[src/rtl/token_manager.sv]
// token_manager: issues per-slot parking tokens from a rolling pattern, tracks occupancy, verifies exit tokens.
module token_manager #(
  parameter int SLOT_W = 3,
  parameter int TOKEN_W = 3,
  parameter int NUM_SLOTS = 8,
  parameter logic [TOKEN_W-1:0] SEED = 'b101
) (
  input  logic                 clk,
  input  logic                 rst,
  input  logic                 issue_req,
  input  logic [SLOT_W-1:0]    issue_slot,
  input  logic                 verify_req,
  input  logic [SLOT_W-1:0]    verify_slot,
  input  logic [TOKEN_W-1:0]   verify_token,
  output logic                 busy,
  output logic                 token_valid,
  output logic [TOKEN_W-1:0]   token_out,
  output logic                 verify_done,
  output logic                 verify_ok,
  output logic                 error,
  output logic [NUM_SLOTS-1:0] occupied
);
  localparam int DEPTH = 2 ** SLOT_W;
  localparam logic [TOKEN_W-1:0] SEED_EFF = (SEED == '0) ? TOKEN_W'(1) : SEED;
  localparam logic [SLOT_W:0] NS = NUM_SLOTS[SLOT_W:0];
  typedef enum logic [1:0] {IDLE, ISSUE, VERIFY, RESP} state_t;
  state_t state_q, state_d;
  logic [SLOT_W-1:0] slot_q, slot_d;
  logic [TOKEN_W-1:0] vtok_q, vtok_d, pat_q, pat_d, tok_q, tok_d, new_tok;
  logic [TOKEN_W-1:0] tbl_q [DEPTH];
  logic [TOKEN_W-1:0] tbl_d [DEPTH];
  logic [DEPTH-1:0] occ_q, occ_d;
  logic ptv_q, ptv_d, pvd_q, pvd_d, pok_q, pok_d, perr_q, perr_d;
  logic tv_q, tv_d, vd_q, vd_d, ok_q, ok_d, err_q, err_d;
  logic in_range;
  assign in_range = {1'b0, slot_q} < NS;
  assign new_tok = TOKEN_W'(slot_q) ^ pat_q;
  always_comb begin
    state_d = state_q;
    slot_d = slot_q;
    vtok_d = vtok_q;
    pat_d = pat_q;
    tok_d = tok_q;
    tbl_d = tbl_q;
    occ_d = occ_q;
    ptv_d = 1'b0;
    pvd_d = 1'b0;
    pok_d = 1'b0;
    perr_d = 1'b0;
    tv_d = 1'b0;
    vd_d = 1'b0;
    err_d = 1'b0;
    ok_d = ok_q;
    case (state_q)
      IDLE: begin
        if (issue_req) begin
          slot_d = issue_slot;
          state_d = ISSUE;
        end else if (verify_req) begin
          slot_d = verify_slot;
          vtok_d = verify_token;
          state_d = VERIFY;
        end
      end
      ISSUE: begin
        state_d = RESP;
        if (in_range && !occ_q[slot_q]) begin
          tbl_d[slot_q] = new_tok;
          occ_d[slot_q] = 1'b1;
          tok_d = new_tok;
          pat_d = {pat_q[TOKEN_W-2:0], pat_q[TOKEN_W-1] ^ pat_q[TOKEN_W-2]};
          ptv_d = 1'b1;
        end else begin
          perr_d = 1'b1;
        end
      end
      VERIFY: begin
        state_d = RESP;
        pvd_d = 1'b1;
        if (in_range && occ_q[slot_q]) begin
          if (tbl_q[slot_q] == vtok_q) begin
            occ_d[slot_q] = 1'b0;
            pok_d = 1'b1;
          end
        end else begin
          perr_d = 1'b1;
        end
      end
      RESP: begin
        state_d = IDLE;
        tv_d = ptv_q;
        vd_d = pvd_q;
        err_d = perr_q;
        ok_d = pvd_q ? pok_q : ok_q;
      end
      default: state_d = IDLE;
    endcase
  end
  always_ff @(posedge clk) begin
    if (rst) begin
      state_q <= IDLE;
      slot_q <= '0;
      vtok_q <= '0;
      pat_q <= SEED_EFF;
      tok_q <= '0;
      tbl_q <= '{default: '0};
      occ_q <= '0;
      {ptv_q, pvd_q, pok_q, perr_q} <= '0;
      {tv_q, vd_q, ok_q, err_q} <= '0;
    end else begin
      state_q <= state_d;
      slot_q <= slot_d;
      vtok_q <= vtok_d;
      pat_q <= pat_d;
      tok_q <= tok_d;
      tbl_q <= tbl_d;
      occ_q <= occ_d;
      {ptv_q, pvd_q, pok_q, perr_q} <= {ptv_d, pvd_d, pok_d, perr_d};
      {tv_q, vd_q, ok_q, err_q} <= {tv_d, vd_d, ok_d, err_d};
    end
  end
  assign busy = state_q != IDLE;
  assign token_valid = tv_q;
  assign token_out = tok_q;
  assign verify_done = vd_q;
  assign verify_ok = ok_q;
  assign error = err_q;
  assign occupied = occ_q[NUM_SLOTS-1:0];
endmodule

[config.mk]
export PLATFORM = sky130hd
export DESIGN_NAME = token_manager
export DESIGN_NICKNAME = d
export VERILOG_FILES = /design/src/rtl/token_manager.sv
export SDC_FILE = /design/constraint.sdc
export NUM_CORES = 1
export LEC_CHECK = 0
export BUFFER_PORTS_ARGS = -buffer_cell sky130_fd_sc_hd__buf_2
export CAP_MARGIN = 20
export CELL_PAD_IN_SITES_DETAIL_PLACEMENT = 1
export CELL_PAD_IN_SITES_GLOBAL_PLACEMENT = 1
export CORE_ASPECT_RATIO = 1.75
export CORE_MARGIN = 1.5
export CORE_UTILIZATION = 40
export CTS_CLUSTER_DIAMETER = 30
export DETAILED_ROUTE_END_ITERATION = 8
export MAX_ROUTING_LAYER = met4
export PLACE_DENSITY_LB_ADDON = 0.1
export SLEW_MARGIN = 0
export SYNTH_ARGS = -nofsm -noshare
export SYNTH_HDL_FRONTEND = slang
export SYNTH_SLANG_ARGS = --single-unit
[constraint.sdc]
create_clock -name clk -period 2.9 [get_ports clk]
set_clock_uncertainty 0.1 [all_clocks]
set_input_delay 0.145 -clock clk [delete_from_list [all_inputs] [get_ports clk]]
set_output_delay 0.145 -clock clk [all_outputs]
set_load 0.05 [all_outputs]
==> results by group, run 1 <==
Finish
  • P&R area growth vs syn: 14.9%
  • Number of nets in the layout: 319
  • Area occupied by multi-input gates: approximately 1400 um2
  • Non-Filler Instances: between 300 and 400
  • Fillers: around 740
  • Antenna Cells: 0
  • Layout cells sized above 1: 19.5%
  • Register area: 1080 um2

Floorplanning
  • Die Span Y: 109 um
  • Starting density of the core: between 40% and 50%
  • Chip width: approximately 64 um
  • FP Rows: 38
  • I/O pin count: 29
  • Core footprint: about 6200 um2
  • Die area: ~7000 um2

Timing
  • Final setup fails: 0
  • Setup TNS: 0 ps
  • Post-route minimum period: between 2000 and 3000 ps
  • Pins over their slew limit: 0
  • Slew margin rel.: approximately two fifths
  • Maximum clock frequency: between 300 and 400 MHz
  • Final hold violations: 0
  • Worst Tran Pin Value: around 900 ps
  • RSZ-0062 raised after global routing: false
  • Ratio of final minimum period to clock period: 88.0%

Synth
  • Ys Warns: 0
  • Synthesized area: ~2600 um2
  • Post-synthesis net count: 286
  • Cell count after synthesis: approximately 270
  • Post-synthesis sequential area ratio: approximately two fifths
  • Synth Register Bits: 54
  • Mean Syn Cell Area: approximately 9.6 um2
  • Synth cell types: 40
  • Ys flop type: dfxtp_1
  • Asr flop ratio synth: 0%
  • Number of flops mapped to enable cells by yosys: 0

Critical path
  • Slowest stage delay, CP: about 630 ps
  • Critical Path Source Type: flip-flop
  • Buffers & Inverters on Critical Path: 1
  • Worst EP required: just over 3000 ps
  • CP max-delay cell: dfxtp_1
  • Critical Path Sink Type: flip-flop
  • Critical path's top delay family: flip-flops
  • CP cell instances: buf_4 > mux2i_1 > mux4_2 > xor2_1 > and4b_1
  • Worst R2R Setup Slack: approximately 350 ps
  • Critical setup path kind: reg2reg
  • Arrival time at the worst endpoint: 2710 ps
  • Worst-path fanout max: 12

Global route
  • Global route overflow: 0
  • Initial antenna violation count: 0
  • First-pass GRT wire length: approximately 11000 um
  • Vias in the first global route: between 2000 and 2500
  • GRT Overall Usage: 21.1%
  • Largest net degree at the start of global routing: 29

Routing
  • Iter 0 DRT Violations: 75
  • Via count: slightly above 2000
  • Final wirelength: 6570 um
  • Vias per cell: 5.29
  • DR DRC count: 0
  • Drt first pass iters: 4
  • Avg WL per Cell: around 17 um
  • Remaining antenna violation count after routing: 0

Pwr
  • VDD IR-drop max: approximately 0.00032 V
  • Pwr Density: 751 nW/um2
  • Static leakage: around 1.2 nW

Clocking
  • Clk sinks: 54
  • CTS Buf Count: 5
  • Clock-pin transition on the worst setup and hold timing paths: 100 ps
  • Hold buffers post-CTS: 3
  • CTS H-tree lvls: 2
  • Clk Latency, worst-skew pair: approximately 310 ps
  • Resized cells post-CTS: 0
  • Root Buffer: clkbuf_8
  • Setup Fix Bufs, Post-CTS: 0
  • Deepest clock path buffer count: 2
  • CTS tree: yes

Status
  • Outcome: completed

Placement
  • Dpl hpwl: between 4000 and 5000 um
  • IO buf count: 28
  • Placed insts: between 300 and 400
  • GPL Wtd Cong: roughly 0.82

Worst hold path
  • Hold Path Class: in2reg

Flow run
  • Maxcap violations: 0
[worst min-delay path, delay by kind of cell]
family	cells	cell delay, ps
buf+inv	1	100
mux	1	120
compound gates	1	80
[metal layers]
layer | global-route usage [%] | part of all wire [%] | vias to the layer above
met2 | 39.9 | 56 | 20
met4 | 7.61 | 1.8 | 0
met3 | 2.76 | 1.7 | 8
met5 | - | 0 | -
met1 | 22.2 | 40 | 986
li1 | - | - | 1011
[synthesized netlist by cell type, types with 2 or more instances]
cell type | number | area (um2)
clkbuf_1 | 8 | 30.0
and2_1 | 4 | 25.0
mux2i_1 | 46 | 460
a211oi_1 | 8 | 60.1
a22oi_1 | 4 | 30.0
a31oi_1 | 8 | 50.1
nor4_2 | 5 | 62.6
nand3_1 | 9 | 45.0
or2_2 | 2 | 12.5
nor2b_1 | 3 | 18.8
mux4_2 | 3 | 67.6
dfxtp_1 | 54 | 1080
xnor2_1 | 4 | 35.0
buf_2 | 3 | 15.0
nand2_1 | 28 | 105
buf_1 | 2 | 7.51
nor2_1 | 37 | 139
a32oi_1 | 4 | 35.0
ha_1 | 4 | 50.1
a21oi_1 | 4 | 20.0
xor2_1 | 3 | 26.3
inv_1 | 8 | 30.0
[per-stage QoR]
step / hold WS (ps) / cell area, um2 / setup slack [ps] / total power, mW / util (%)
2_1_floorplan: 189 / 2580 / 619 / 1.52 / -
6_report: 64.7 / 2970 / 347 / 2.23 / 47.6
5_1_grt: 79.1 / 2970 / 236 / 2.36 / 47.6
3_3_place_gp: 285 / 2830 / 431 / 1.74 / 45.5
3_5_place_dp: 299 / 2830 / 370 / 1.75 / 45.5
4_1_cts: 65.8 / 2970 / 323 / 2.26 / 47.6
[where the power goes]
| part | leakage [nW] | internal [mW] | switching, mW | total [mW] |
|---|---|---|---|---|
| Sequential | 0.439 | 0.830 | 0.107 | 0.937 |
| Clock | 0.0524 | 0.259 | 0.244 | 0.502 |
| Combinational | 0.672 | 0.282 | 0.508 | 0.789 |
[path summary, 6_finish.rpt]
kind / depth (start not counted) / start / endpoint
worst max-delay path: 5 / slot_q[0] / pok_q
worst min-delay path: 3 / verify_slot[2] / slot_q[2]
worst max register to register: 5 / slot_q[0] / pok_q
worst min register to register: 1 / ptv_q / token_valid
[cells by family (layout without fill, tap and decap cells)]
group | after synthesis | count (layout) | synth area share (%)
simple gates | 98 | 98 | 19.4
flops | 54 | 54 | 41.8
mux | 50 | 50 | 20.9
compound gates | 32 | 32 | 9.83
buf+inv | 24 | 58 | 3.78
xor+xnor | 7 | 7 | 2.37
fa+ha+maj | 4 | 4 | 1.94
[final cells by class]
type	instances	share of cell area (%)
multi-input combinational	191	47.3
tap	80	3.37
sequential	54	36.4
clock inverter	1	1.01
inverter	10	1.26
timing repair buffer	40	8.01
clock buffer	7	2.57
[cell usage in the layout, fill, tap and decap left out, types with 4 or more instances in the layout]
master    instances
a211oi_1          8
a21oi_1           4
a22oi_1           4
a31oi_1           8
a32oi_1           4
and2_1            4
buf_2            28
buf_4             9
clkbuf_8          5
dfxtp_1          54
ha_1              4
inv_1             8
mux2i_1          46
nand2_1          28
nand3_1           9
nor2_1           37
nor4_2            5
xnor2_1           4
Power figures use the tool's default switching activity.
==> run 2: changes to the inputs <==
--- a/config.mk
+++ b/config.mk
@@ -9,10 +9,11 @@
 export CAP_MARGIN = 20
 export CELL_PAD_IN_SITES_DETAIL_PLACEMENT = 1
 export CELL_PAD_IN_SITES_GLOBAL_PLACEMENT = 1
-export CORE_ASPECT_RATIO = 1.75
+export CORE_ASPECT_RATIO = 1.1
 export CORE_MARGIN = 1.5
 export CORE_UTILIZATION = 40
 export CTS_CLUSTER_DIAMETER = 30
+export CTS_CLUSTER_SIZE = 14
 export DETAILED_ROUTE_END_ITERATION = 8
 export MAX_ROUTING_LAYER = met4
 export PLACE_DENSITY_LB_ADDON = 0.1
==> results by group, run 2 (synthesis results as in run 1) <==
Clocking
  • CTS H-tree lvls: 2 (unchanged)
  • Clk Latency, worst-skew pair: 310 ps (about the same)
  • CTS Buf Count: 5 (unchanged)
  • Setup Fix Bufs, Post-CTS: 0 (unchanged)
  • Clk sinks: 54 (unchanged)
  • Deepest clock path buffer count: 2 (unchanged)
  • Clock-pin transition on the worst setup and hold timing paths: 100 ps (about the same)
  • Root Buffer: clkbuf_8
  • CTS tree: yes

Critical path
  • Slowest stage delay, CP: 790 ps (+160 ps)
  • Reg2reg path depth: 5 (unchanged)
  • Worst EP required: 3040 ps (-20 ps)
  • Worst R2R Setup Slack: 400 ps (+60 ps)
  • Worst reg2reg path startpoint: slot_q[1]
  • Critical setup path kind: reg2reg
  • Launch point of the worst path: slot_q[1]
  • CP max-delay cell: nor4b_1
  • Critical Path Sink Type: flip-flop
  • CP cell instances: mux2i_1 > o221ai_2 > nor4b_1 > a22oi_1 > a31oi_1
  • Worst-path fanout max: 10 (-2)
  • Critical Path Source Type: flip-flop
  • Arrival time at the worst endpoint: 2630 ps (-80 ps)

Global route
  • Largest net degree at the start of global routing: 30 (+3.4%)
  • Vias in the first global route: 2065 (-4.2%)
  • First-pass GRT wire length: 10600 um (-2.5%)
  • GRT Overall Usage: 20.6% (-0.58 points)
  • Initial antenna violation count: 0 (unchanged)
  • Global route overflow: 0 (unchanged)

Flow run
  • Maxcap violations: 0 (unchanged)

Pwr
  • Internal: 1.38 mW (+0.44%)
  • Static leakage: 1.17 nW (+0.80%)
  • Total power draw: 2.24 mW (+0.49%)
  • Pwr Density: 750 nW/um2 (-0.14%)
  • Register share of total power: 41.7% (-0.4 points)
  • Switching Share: 38.5% (about the same)
  • VDD IR-drop max: 0.000319 V (-0.91%)
  • Logic pwr share: 35.6% (+0.2 points)
  • Clock share of power: 22.7% (+0.2 points)
  • Sw power: 863 uW (+0.58%)

Timing
  • Final hold violations: 0 (unchanged)
  • Post-route minimum period: 2500 ps (-56.7 ps)
  • RSZ-0062 raised after global routing: false
  • Worst Tran Pin Value: 776 ps (-119 ps)
  • Maximum clock frequency: 401 MHz (+2.3%)
  • Pins over their slew limit: 0 (unchanged)
  • Setup TNS: 0 ps (unchanged)
  • Final setup fails: 0 (unchanged)
  • Ratio of final minimum period to clock period: 86.1% (-2.0 points)
  • Slew margin rel.: 47.5% (+8.1 points)

Floorplanning
  • Die Span Y: 87.3 um (-20%)
  • Chip width: 79.6 um (+25%)
  • Die area: 6950 um2 (-0.27%)
  • Core footprint: 6190 um2 (-0.56%)
  • FP Rows: 30 (-21%)
  • Starting density of the core: 41.7% (+0.23 points)
  • I/O pin count: 29 (unchanged)

Routing
  • Iter 0 DRT Violations: 93 (+24%)
  • Final wirelength: 6330 um (-3.7%)
  • Vias per cell: 5.23 (-1.2%)
  • Drt first pass iters: 4 (unchanged)
  • Via count: 2012 (-0.64%)
  • Avg WL per Cell: 16.4 um (-4.2%)
  • DR DRC count: 0 (unchanged)
  • Remaining antenna violation count after routing: 0 (unchanged)

Finish
  • Most frequent cells in the layout: dfxtp_1, mux2i_1, nor2_1
  • Antenna Cells: 0 (unchanged)
  • Layout cells sized above 1: 20.3% (+0.86 points)
  • Number of nets in the layout: 321 (+0.63%)
  • Most common cell after layout, fill and taps aside: dfxtp_1
  • Fillers: 729 (-1.4%)
  • P&R area growth vs syn: 15.6%

Placement
  • Dpl hpwl: 4610 um (-6.0%)
  • GPL Wtd Cong: 0.851 (+3.8%)
  • IO buf count: 28 (unchanged)

Worst hold path
  • Hold Path Depth: 3 (unchanged)
  • Hold Path Class: in2reg

Status
  • Outcome: completed
-- run 2: changes by cell type in the layout (fill, tap and decap cells not counted) --
cell        delta
buf_4          +2
clkinvlp_4     +1
clkbuf_1       -1
-- run 2: critical path: cells and delay by family (launching register included) --
kind / cells / cell delay (ps)
DFF: 1 / 590
muxes: 1 / 290
AOI/OAI and AO/OA: 3 / 660
and+or+nand+nor: 1 / 790
-- run 2: metrics by stage --
step | hold slack, ps | cell area, um2 | setup WS [ps] | utilization (%) | cells
6_report | 99.5 | 2990 | 404 | 48.2 | 385
5_1_grt | 101 | 2990 | 174 | 48.2 | 385
4_1_cts | 97.4 | 2990 | 432 | 48.2 | 385
3_5_place_dp | 289 | 2850 | 457 | 46.0 | 374
3_3_place_gp | 281 | 2850 | 523 | 46.0 | 374
2_1_floorplan | 189 | 2580 | 619 | - | 269
-- run 2: per-layer routing --
layer | vias up | track usage (%) | wire length, um
li1 | 1018 | - | -
met1 | 968 | 25.5 | 2950
met2 | 21 | 34.8 | 3180
met3 | 5 | 3.77 | 144
met4 | 0 | 4.31 | 56
met5 | - | - | 0
-- run 2: worst min path at each step --
stage,end,slack (ps),startpoint
after global placement,vtok_q[1],280,verify_token[1]
after global routing,slot_q[2],100,verify_slot[2]
after floorplan,vtok_q[0],190,verify_token[0]
after CTS,slot_q[2],100,verify_slot[2]
final,slot_q[2],100,verify_slot[2]
after detailed placement,vtok_q[1],290,verify_token[1]
-- run 2: power by group through the flow --
| stage | logic [mW] | clock network (mW) | registers (mW) |
|---|---|---|---|
| 4_1_cts | 0.803 | 0.527 | 0.934 |
| 2_1_floorplan | 0.541 | 0 | 0.974 |
| 3_5_place_dp | 0.796 | 0 | 0.951 |
| 3_3_place_gp | 0.789 | 0 | 0.947 |
| 6_report | 0.796 | 0.509 | 0.934 |
| 5_1_grt | 0.865 | 0.561 | 0.951 |
-- run 2: cell type report --
class                   count  area (um2)  share of cell area, %
inverters                  10        37.5                   1.26
clock inverters             2        37.5                   1.26
flip-flops and latches     54        1080                   36.2
clock buffers               6        72.6                   2.43
multi-input cells         191        1410                   47.0
well taps                  80         100                   3.35
repair buffers             42         253                   8.46
-- run 2: timing repair --
action                                 in CTS  in global routing
gates resized for setup                     0                  0
endpoints found under the hold margin       3                  0
hold buffers                                3                  0
==> run 3: changes to the inputs <==
--- a/config.mk
+++ b/config.mk
@@ -17,6 +17,7 @@
 export DETAILED_ROUTE_END_ITERATION = 8
 export MAX_ROUTING_LAYER = met4
 export PLACE_DENSITY_LB_ADDON = 0.1
+export RECOVER_POWER = 100
 export SLEW_MARGIN = 0
 export SYNTH_ARGS = -nofsm -noshare
 export SYNTH_HDL_FRONTEND = slang
==> results by group, run 3 (synthesis results as in run 1) <==
Status
  • Outcome: completed

Pwr
  • Static leakage: 1.08 nW (-7.6%)
  • VDD IR-drop max: 0.000306 V (-3.9%)
  • Pwr Density: 757 nW/um2 (+0.91%)

Timing
  • Slew margin rel.: 39.6% (-7.9 points)
  • RSZ-0062 raised after global routing: false
  • Ratio of final minimum period to clock period: 92.0% (+5.9 points)
  • Final hold violations: 0 (unchanged)
  • Worst Tran Pin Value: 898 ps (+121 ps)
  • Maximum clock frequency: 375 MHz (-6.5%)
  • Final setup fails: 0 (unchanged)
  • Pins over their slew limit: 0 (unchanged)
  • Setup TNS: 0 ps (unchanged)
  • Post-route minimum period: 2670 ps (+173 ps)

Floorplanning
  • Chip width: 79.6 um (unchanged)
  • FP Rows: 30 (unchanged)
  • Core footprint: 6190 um2 (unchanged)
  • Die Span Y: 87.3 um (unchanged)
  • I/O pin count: 29 (unchanged)
  • Starting density of the core: 41.7% (unchanged)
  • Die area: 6950 um2 (unchanged)

Flow run
  • Maxcap violations: 0 (unchanged)

Critical path
  • Worst-path fanout max: 11 (+1)
  • Arrival time at the worst endpoint: 2820 ps (+190 ps)
  • Critical setup path kind: reg2reg
  • Critical Path Sink Type: flip-flop
  • Worst reg2reg path startpoint: slot_q[0]
  • Critical Path Source Type: flip-flop
  • Worst EP required: 3060 ps (+20 ps)
  • Launch point of the worst path: slot_q[0]

Clocking
  • Setup Fix Bufs, Post-CTS: 0 (unchanged)
  • CTS H-tree lvls: 2 (unchanged)
  • Clk Latency, worst-skew pair: 310 ps (about the same)
  • CTS Buf Count: 5 (unchanged)
  • CTS tree: yes
  • Clk sinks: 54 (unchanged)
  • Clock-pin transition on the worst setup and hold timing paths: 100 ps (about the same)
  • Root Buffer: clkbuf_8
  • Deepest clock path buffer count: 2 (unchanged)

Routing
  • Vias per cell: 5.26 (+0.65%)
  • Final wirelength: 6340 um (+0.25%)
  • Remaining antenna violation count after routing: 0 (unchanged)
  • Iter 0 DRT Violations: 64 (-31%)
  • Drt first pass iters: 4 (unchanged)
  • DR DRC count: 0 (unchanged)
  • Avg WL per Cell: 16.5 um (+0.25%)
  • Via count: 2025 (+0.65%)

Finish
  • Non-Filler Instances: 385 (unchanged)
  • P&R area growth vs syn: 12.8%
  • Most frequent cells in the layout: dfxtp_1, mux2i_1, nor2_1
  • Most common cell after layout, fill and taps aside: dfxtp_1
  • Number of nets in the layout: 321 (unchanged)
  • Antenna Cells: 0 (unchanged)
  • Layout cells sized above 1: 11.8% (-8.5 points)

Placement
  • Placed insts: 374 (unchanged)
  • GPL Wtd Cong: 0.851 (unchanged)
  • IO buf count: 28 (unchanged)
  • Dpl hpwl: 4610 um (unchanged)

Global route
  • GRT Overall Usage: 20.6% (unchanged)
  • Global route overflow: 0 (unchanged)
  • Largest net degree at the start of global routing: 30 (unchanged)
  • Routing usage on met3: 3.77% (unchanged)
  • GR peak layer: met2
  • GR Util met2: 34.8% (unchanged)
  • First-pass GRT wire length: 10600 um (unchanged)
  • Initial antenna violation count: 0 (unchanged)
  • Vias in the first global route: 2065 (unchanged)
  • GR Util met1: 25.5% (unchanged)

Worst hold path
  • Hold Path Class: in2reg
  • Hold path start: verify_slot[2]
run 3: cell types whose count changed in the layout (fill, tap and decap cells not counted), moves of 2 or more:
cell and change:
nor4_2 -5, clkbuf_1 +20, buf_4 -5, buf_2 -16
and2_1 -2, and2_0 +2, nor4_1 +5
run 3: path summary, 6_finish.rpt:
check                      to  slack, ps  cells past startpoint
setup reg to reg        pok_q        230                      7
hold reg to reg   token_valid        340                      1
hold / removal      slot_q[2]        100                      3
setup / recovery        pok_q        230                      7
run 3: cell type report:
cell class,count,area [um2]
Clock buffer,6,72.6
Clock inverter,2,37.5
Fill cell,748,3280
Inverter,10,37.5
Multi-Input combinational cell,191,1370
Sequential cell,54,1080
Tap cell,80,100
Timing Repair Buffer,42,215
run 3: per-layer routing:
layer | vias up | wire length [um] | share of wire, %
li1 | 1021 | - | -
met1 | 981 | 2970 | 47
met2 | 17 | 3180 | 50
met3 | 6 | 137 | 2.2
met4 | 0 | 57 | 0.90
met5 | - | 0 | 0
run 3: per-stage QoR:
step	util (%)	setup WS [ps]	hold WS, ps	power, mW	cell area [um2]
3_5_place_dp	46.0	457	289	1.75	2850
5_1_grt	47.1	117	101	2.34	2920
2_1_floorplan	-	619	189	1.52	2580
4_1_cts	48.2	432	97.4	2.26	2990
6_report	47.1	231	96.1	2.21	2920
3_3_place_gp	46.0	523	281	1.74	2850
run 3: what timing repair did:
item	4_1_cts	5_1_grt
hold buffers	3	0
resized for setup	0	0
endpoints found under the hold margin	3	0
run 3: critical path, stage by stage, from the launching register on:
cell and delay, ps:
dfxtp_1 560, clkbuf_1 550, mux2i_1 210, mux4_2 520
xnor2_1 140, nor2_1 90, clkbuf_2 220, and4b_1 220
run 3: where the power goes:
group	total (mW)	internal (mW)	leakage [nW]	switching [mW]
sequential	0.935	0.830	0.439	0.105
combinational	0.761	0.263	0.593	0.498
clock	0.510	0.258	0.0514	0.252
